File: config.mk
export PLATFORM = sky130hd
export DESIGN_NAME = mux_nx1_pipe
export DESIGN_NICKNAME = d
export VERILOG_FILES = /design/src/rtl/mux_pkg.sv /design/src/rtl/mux_scan_cnt.sv /design/src/rtl/mux_nx1_pipe.sv
export SDC_FILE = /design/constraint.sdc
export NUM_CORES = 1
export LEC_CHECK = 0
export ABC_CLOCK_PERIOD_IN_PS = 3000
export CORE_UTILIZATION = 49
export DETAILED_ROUTE_END_ITERATION = 10
export PLACE_DENSITY_LB_ADDON = 0.1
export REMOVE_ABC_BUFFERS = 1
export SLEW_MARGIN = 20
export SYNTH_ARGS = -nofsm -noshare
export SYNTH_HDL_FRONTEND = slang
export SYNTH_SLANG_ARGS = --single-unit
File: constraint.sdc
create_clock -name clk -period 3 [get_ports clk]
set_input_delay 0.45 -clock clk [delete_from_list [all_inputs] [get_ports clk]]
set_output_delay 0.45 -clock clk [all_outputs]
set_load 0.02 [all_outputs]
File: src/rtl/mux_pkg.sv
// Shared constants and helpers for the pipelined N:1 multiplexer.
package mux_pkg;

    localparam logic MODE_MANUAL = 1'b0;
    localparam logic MODE_SCAN   = 1'b1;

    // Ceiling log2, used to size channel indices; valid for n >= 2.
    function automatic int unsigned clog2(input int unsigned n);
        int unsigned r;
        r = 0;
        while ((64'd1 << r) < 64'(n)) begin
            r = r + 1;
        end
        return r;
    endfunction

endpackage

File: src/rtl/mux_scan_cnt.sv
// Auto-scan channel counter: steps 0..N-1 on each advance, cleared in manual mode.
module mux_scan_cnt
    import mux_pkg::*;
#(
    parameter int unsigned N = 64,
    localparam int unsigned SEL_W = clog2(N)
) (
    input  logic             clk,
    input  logic             rst_n,
    input  logic             clr,
    input  logic             adv,
    output logic [SEL_W-1:0] cnt,
    output logic             last
);

    logic [SEL_W-1:0] cnt_q, cnt_d;

    // Wrap at N-1, not at the natural roll-over of the counter width.
    assign last = (cnt_q == SEL_W'(N - 1));
    assign cnt  = cnt_q;

    always_comb begin
        cnt_d = cnt_q;
        if (clr) begin
            cnt_d = '0;
        end else if (adv) begin
            cnt_d = last ? '0 : cnt_q + 1'b1;
        end
    end

    always_ff @(posedge clk or negedge rst_n) begin
        if (!rst_n) begin
            cnt_q <= '0;
        end else begin
            cnt_q <= cnt_d;
        end
    end

endmodule

File: src/rtl/mux_nx1_pipe.sv
// Registered N:1 multiplexer with valid/ready handshakes, auto-scan and range-error flag.
module mux_nx1_pipe
    import mux_pkg::*;
#(
    parameter int unsigned N = 64,
    parameter int unsigned W = 1,
    localparam int unsigned SEL_W = clog2(N)
) (
    input  logic             clk,
    input  logic             rst_n,
    input  logic             mode,
    input  logic             in_valid,
    output logic             in_ready,
    input  logic [N*W-1:0]   a,
    input  logic [SEL_W-1:0] sel,
    output logic             out_valid,
    input  logic             out_ready,
    output logic [W-1:0]     y,
    output logic [SEL_W-1:0] out_ch,
    output logic             sel_err,
    output logic             scan_wrap
);

    logic             accept;
    logic             scan;
    logic [SEL_W-1:0] cnt;
    logic             cnt_last;
    logic [SEL_W-1:0] ch;
    logic [W-1:0]     y_d;
    logic             err_d;
    logic             wrap_d;

    logic             out_valid_q;
    logic [W-1:0]     y_q;
    logic [SEL_W-1:0] out_ch_q;
    logic             sel_err_q;
    logic             scan_wrap_q;

    assign scan     = (mode == MODE_SCAN);
    assign in_ready = !out_valid_q || out_ready;
    assign accept   = in_valid && in_ready;

    mux_scan_cnt #(
        .N (N)
    ) u_scan_cnt (
        .clk   (clk),
        .rst_n (rst_n),
        .clr   (mode == MODE_MANUAL),
        .adv   (accept && scan),
        .cnt   (cnt),
        .last  (cnt_last)
    );

    // Decoded select: an index with no matching channel yields zero, never X.
    always_comb begin
        ch     = scan ? cnt : sel;
        err_d  = !scan && !(32'(sel) < N);
        wrap_d = scan && cnt_last;
        y_d    = '0;
        for (int k = 0; k < int'(N); k++) begin
            if (ch == SEL_W'(k)) begin
                y_d = a[k*W +: W];
            end
        end
    end

    always_ff @(posedge clk or negedge rst_n) begin
        if (!rst_n) begin
            out_valid_q <= 1'b0;
            y_q         <= '0;
            out_ch_q    <= '0;
            sel_err_q   <= 1'b0;
            scan_wrap_q <= 1'b0;
        end else begin
            if (accept) begin
                out_valid_q <= 1'b1;
                y_q         <= y_d;
                out_ch_q    <= ch;
                sel_err_q   <= err_d;
                scan_wrap_q <= wrap_d;
            end else if (out_ready) begin
                out_valid_q <= 1'b0;
            end
        end
    end

    assign out_valid = out_valid_q;
    assign y         = y_q;
    assign out_ch    = out_ch_q;
    assign sel_err   = sel_err_q;
    assign scan_wrap = scan_wrap_q;

endmodule
==> flow_summary_export.csv, run 1 <==
group,metric,value,unit
place,dp.cells,444,
drt,ant_nets,0,
clocking,cts_resized,0,
worst_setup_path,worstReg2RegEnd,"y$_DFFE_PN0P_",
timing,period_needed,2.78,ns
worst_setup_path,crit_fanout,11,
power_and_ir_drop,totalPowerFinal,844,µW
floorplan,num_rows,24,
yosys,synthCells,314,
run_status,status,"finished clean",
yosys,syn-cell-area,2290,µm²
cells_and_area,final_area,3220,µm²
timing,setup_violations,0,
place,pre_cts_ws,0.0632,ns
clocking,clock-root-buffer,"clkbuf_8",
timing,finalHoldViolations,0,
worst_setup_path,worstReg2RegStart,"u_scan_cnt.cnt[1]$_DFFE_PN0P_",
timing,fmax,360,MHz
timing,slew_viol_final,0,
timing,rsz0062_at_grt,"no",
power_and_ir_drop,clockPowerShare,20.4,%
yosys,ys.flop_type,"dfrtp_1",
yosys,syn_area_per_cell,7.30,µm²
floorplan,chipHeight,70.4,µm
clocking,clk_latency,0.26,ns
grt,grt_max_degree,23,
hold_path,worst_hold_startpoint,"scan_wrap$_DFFE_PN0P_",
power_and_ir_drop,power.density,262,nW/µm²
worst_setup_path,rr_worst_depth,9,
clocking,hold_buffers,0,
worst_setup_path,reg2reg_slack,0.45,ns
cells_and_area,n_antenna_cell,0,
floorplan,die_w,70.4,µm
yosys,ys_ff_latch,15,
hold_path,holdPathStages,2,
power_and_ir_drop,pwr-share-comb,52.1,%
yosys,ys_seq_area_share,16.4,%
drt,routed_wl,8900,µm
yosys,async_reset_ff_share,100,%
drt,firstDrtPassIters,5,
hold_path,min_path_type,"register to register",
drt,drc,0,
cells_and_area,final_cell_mix,"clkdlybuf4s50_1, nand2_1, o21ai_0, a21oi_1",
clocking,clk_pin_slew_worst_paths,0.06,ns
timing,finalSetupTns,0,ns
worst_setup_path,worstSetupEndpointType,"register",
power_and_ir_drop,power_switching,316,µW
grt,first_global_vias,2884,
floorplan,io_pins,86,
grt,track_usage,36.1,%
cells_and_area,drive_above_1_share,10.4,%
power_and_ir_drop,internal_power,528,µW
grt,antenna_found_initial,0,
timing,worstMarginPinSlew,0.681,ns
worst_setup_path,cp.arrival,2.97,ns
clocking,postCtsSetupBuffers,0,
power_and_ir_drop,p_sw_share,37.5,%
timing,fin_crit_sh,92.6,%
yosys,synth_edf_count,0,
place,hpwl,6950,µm
yosys,synth_cell_types,70,
timing,fin_ws,0.221,ns
power_and_ir_drop,leakagePower,0.00121,µW
worst_setup_path,cp-start-kind,"input port",
worst_setup_path,crit_required,3.19,ns
power_and_ir_drop,irDropWorstVdd,0.255,mV
cells_and_area,fin_nets,473,
cells_and_area,ff_latch_area,375,µm²
clocking,numCtsBuffers,3,
timing,max_slew_margin,54.5,%
floorplan,core,4410,µm²
floorplan,dieArea,4950,µm²
run,maxCapViolations,0,
cells_and_area,multi_input_area,1730,µm²
place,port_buffers,84,
cells_and_area,areaGrowthSynthToFinish,40.5,%
drt,drt_iter0_drc,343,
timing,fin_skew,0.00176,ns
drt,vias,2973,
cells_and_area,fillers,367,
drt,wire_per_inst,19.9,µm
drt,via_per_inst,6.64,
clocking,clock_sinks,15,
floorplan,start_util,51.9,%
grt,grt_overflow_total,0,
hold_path,hold_path_end,"scan_wrap$_DFFE_PN0P_",
cells_and_area,stdcell_count,448,
clocking,clk_path_buf_depth,2,
yosys,yosys_warnings,0,
clocking,htreeDepth,1,
place,place_congestion,1.02,
grt,grt_pass1_wl,14000,µm
cells_and_area,final_common_cell,"clkdlybuf4s50_1",
clocking,cts_tree,"done",
worst_setup_path,worst-setup-path-type,"input port to register",
power_and_ir_drop,pwr-share-seq,27.6,%
place,placedInstanceArea,3170,µm²
-- cell usage after synthesis (8+ instances only) --
cell type	instances	area share (%)
mux2i_1	10	4.4
a32oi_1	8	3.1
o22ai_1	9	2.5
a211oi_1	8	2.6
o21ai_0	28	6.1
dfrtp_1	15	16
inv_1	8	1.3
nand3_1	9	2.0
nor2_1	14	2.3
a21oi_1	23	5.0
nand2_1	40	6.6
nand2b_1	17	4.6
-- state kept, by name (all words and copies together) (netlist names) --
signal	cells
out_ch	6
out_valid	1
scan_wrap	1
u_scan_cnt.cnt	6
y	1
-- final cells by class --
cell class,count,share of cell area [%]
Tap cell,52,2.02
Clock buffer,3,1.28
Timing Repair Buffer,101,29.9
Clock inverter,1,0.156
Sequential cell,15,11.7
Inverter,10,1.17
Multi-Input combinational cell,266,53.8
-- power by group through the flow --
stage / Combinational (µW) / Sequential [µW] / Clock, µW
6_report: 439 / 233 / 172
5_1_grt: 468 / 234 / 181
4_1_cts: 432 / 232 / 173
3_5_place_dp: 430 / 235 / 0
3_3_place_gp: 426 / 235 / 0
2_1_floorplan: 174 / 255 / 0
-- metal layers --
| layer | vias up | track usage, % | wire (µm) |
|---|---|---|---|
| met3 | 24 | 6.93 | 799 |
| met1 | 1394 | 45.8 | 3710 |
| li1 | 1364 | - | - |
| met2 | 191 | 58.9 | 4140 |
| met4 | 0 | 15.8 | 250 |
| met5 | - | 0 | 0 |
-- stage by stage --
stage / util (%) / hold WS [ns]
global placement: 71.9 / 0.450
CTS: 72.9 / 0.477
global route: 72.9 / 0.510
detailed placement: 71.9 / 0.464
finish: 72.9 / 0.472
floorplan: - / 0.154
-- kinds of logic (layout without fill, tap and decap cells) --
| family | Yosys count | count (layout) | synth area share (%) |
|---|---|---|---|
| multiplexers | 17 | 17 | 8.19 |
| adder cells (fa/ha/maj) | 1 | 1 | 0.546 |
| flip-flops | 15 | 15 | 16.4 |
| AND/OR/NAND/NOR | 112 | 112 | 24.8 |
| XOR/XNOR | 2 | 2 | 0.765 |
| other | 1 | 1 | 0.164 |
| AO/OA/AOI/OAI | 133 | 133 | 41.1 |
| buffers and inverters | 33 | 115 | 8.08 |
-- worst max-delay path by stage --
stage	from	to	cells past startpoint
3_5_place_dp	sel[1]	y$_DFFE_PN0P_	9
5_1_grt	sel[1]	y$_DFFE_PN0P_	9
4_1_cts	sel[1]	y$_DFFE_PN0P_	9
6_report	sel[1]	y$_DFFE_PN0P_	9
3_3_place_gp	sel[1]	y$_DFFE_PN0P_	9
2_1_floorplan	u_scan_cnt.cnt[1]$_DFFE_PN0P_	y$_DFFE_PN0P_	8
-- worst max-delay path, cell delays in order --
cell	delay, ns
clkdlybuf4s50_1	0.66
nand3b_1	0.30
and2_1	0.44
o21ai_0	0.22
a31oi_1	0.22
nand2_1	0.11
a221oi_1	0.28
a31oi_1	0.14
o21ai_1	0.12
(Power assumes the default switching activity.)
==> run 2: changes to the inputs <==
ABC_CLOCK_PERIOD_IN_PS = 2500   (was 3000)
CORE_UTILIZATION = 41   (was 49)
clock period = 2.5 ns   (was 3 ns; I/O delays follow)
==> flow_summary_export.csv, run 2 (synthesis results as in run 1) <==
group,metric,value,unit
run_status,status,"finished clean",
timing,worstMarginPinSlew,0.684,ns
cells_and_area,fillers,495,
drt,wire_per_inst,18.5,µm
power_and_ir_drop,p_sw_share,36.5,%
drt,via_per_inst,6.17,
clocking,clock-root-buffer,"clkbuf_8",
hold_path,hold_path_end,"scan_wrap$_DFFE_PN0P_",
power_and_ir_drop,power.density,306,nW/µm²
worst_setup_path,worstReg2RegStart,"u_scan_cnt.cnt[0]$_DFFE_PN0P_",
clocking,htreeDepth,1,
cells_and_area,final_cell_mix,"clkdlybuf4s50_1, nand2_1, buf_4, o21ai_0, a21oi_1",
floorplan,dieArea,5890,µm²
grt,track_usage,30.8,%
floorplan,core,5240,µm²
worst_setup_path,path_cells,"clkdlybuf4s50_1, buf_12, nor2b_4, mux2_4, a222oi_1, a21oi_1, a211oi_2, o2111ai_1, a31oi_1, o21ai_1",
clocking,postCtsSetupBuffers,0,
cells_and_area,fin_nets,491,
cells_and_area,final_area,3410,µm²
cells_and_area,areaGrowthSynthToFinish,48.7,%
timing,finalSetupTns,0,ns
clocking,cts_tree,"done",
place,dp.cells,480,
place,place_congestion,0.943,
cells_and_area,drive_above_1_share,14.7,%
grt,grt_overflow_total,0,
clocking,clk_path_buf_depth,2,
place,pre_cts_ws,-0.178,ns
hold_path,holdPathStages,2,
worst_setup_path,rr_worst_depth,9,
place,port_buffers,84,
worst_setup_path,crit_required,2.64,ns
cells_and_area,stdcell_count,484,
floorplan,num_rows,26,
run,maxCapViolations,0,
worst_setup_path,worstSetupEndpointType,"register",
drt,routed_wl,8970,µm
timing,fin_ws,0.131,ns
power_and_ir_drop,power_switching,380,µW
hold_path,min_path_type,"register to register",
drt,drc,0,
drt,drt-met1-wl,3890,µm
worst_setup_path,worst-setup-path-type,"input port to register",
floorplan,io_pins,86,
worst_setup_path,cp.arrival,2.51,ns
timing,fin_skew,0.00186,ns
drt,top_layer_used,"met4",
worst_setup_path,crit_fanout,12,
worst_setup_path,reg2reg_slack,0.14,ns
drt,firstDrtPassIters,5,
grt,first_global_vias,2921,
drt,wl_met2,4030,µm
grt,antenna_found_initial,0,
cells_and_area,fin_util,65.1,%
drt,drt_iter0_drc,269,
timing,slew_viol_final,0,
place,placedInstanceArea,3350,µm²
clocking,numCtsBuffers,3,
clocking,clk_pin_slew_worst_paths,0.06,ns
timing,fin_crit_sh,94.8,%
drt,ant_nets,0,
timing,max_slew_margin,54.3,%
power_and_ir_drop,clockPowerShare,19.9,%
worst_setup_path,cp-start-kind,"input port",
power_and_ir_drop,internal_power,661,µW
worst_setup_path,critical-path-max-stage-delay,0.51,ns
timing,rsz0062_at_grt,"no",
power_and_ir_drop,pwr-share-comb,53.2,%
clocking,clk_latency,0.26,ns
floorplan,die_w,76.8,µm
floorplan,start_util,43.7,%
cells_and_area,final_common_cell,"clkdlybuf4s50_1",
cells_and_area,n_antenna_cell,0,
grt,grt_max_degree,39,
drt,vias,2987,
timing,fmax,422,MHz
grt,grt_pass1_wl,14500,µm
worst_setup_path,worstReg2RegEnd,"y$_DFFE_PN0P_",
power_and_ir_drop,pwr-share-seq,26.9,%
power_and_ir_drop,leakagePower,0.00131,µW
clocking,clock_sinks,15,
timing,finalHoldViolations,0,
worst_setup_path,cpMaxStageDelayCell,"clkdlybuf4s50_1",
power_and_ir_drop,irDropWorstVdd,0.318,mV
place,hpwl,7070,µm
timing,period_needed,2.37,ns
timing,setup_violations,0,
floorplan,chipHeight,76.8,µm
drt,route.met3.wl,919,µm
hold_path,worst_hold_startpoint,"scan_wrap$_DFFE_PN0P_",
## run 2: cell type report
cell class                      count  area, µm²  share of cell area, %
Tap cell                           70       87.6                   2.57
Timing Repair Buffer              119       1130                   33.1
Clock buffer                        4       45.0                   1.32
Multi-Input combinational cell    266       1730                   50.9
Sequential cell                    15        377                   11.1
Inverter                           10       37.5                   1.10
## run 2: worst max path at each step
stage / startpoint / endpoint / slack, ns / depth (start not counted)
2_1_floorplan: u_scan_cnt.cnt[1]$_DFFE_PN0P_ / y$_DFFE_PN0P_ / 0.27 / 8
3_3_place_gp: sel[0] / y$_DFFE_PN0P_ / -0.14 / 10
3_5_place_dp: sel[0] / y$_DFFE_PN0P_ / -0.18 / 10
4_1_cts: sel[0] / y$_DFFE_PN0P_ / 0.09 / 10
5_1_grt: u_scan_cnt.cnt[0]$_DFFE_PN0P_ / y$_DFFE_PN0P_ / 0.008 / 10
6_report: sel[1] / y$_DFFE_PN0P_ / 0.13 / 10
## run 2: worst max-delay path, delay by kind of cell
kind	cells	cell delay (ns)
compound gates	6	1.12
buf+inv	2	0.67
mux	1	0.29
simple gates	1	0.05
## run 2: power by group through the flow
stage               registers (µW)  clock network (µW)  logic, µW
detailed placement             283                   0        544
global placement               284                   0        541
global route                   283                 225        593
floorplan                      306                   0        209
CTS                            279                 211        546
finish                         280                 207        554
## run 2: repair_timing
item	CTS	global route
hold buffers	0	0
resized for setup	0	4
endpoints found under the setup margin	0	1
## run 2: per-layer routing
metal	vias up	track usage [%]
met5	-	0
met4	0	6.54
met3	20	6.55
met2	162	50.4
met1	1397	41.2
li1	1408	-
## run 2: through the flow
stage	total power (µW)	hold slack [ns]
after detailed placement	827	0.465
after global placement	825	0.454
after CTS	1040	0.478
after global routing	1100	0.513
final	1040	0.475
after floorplan	514	0.0794
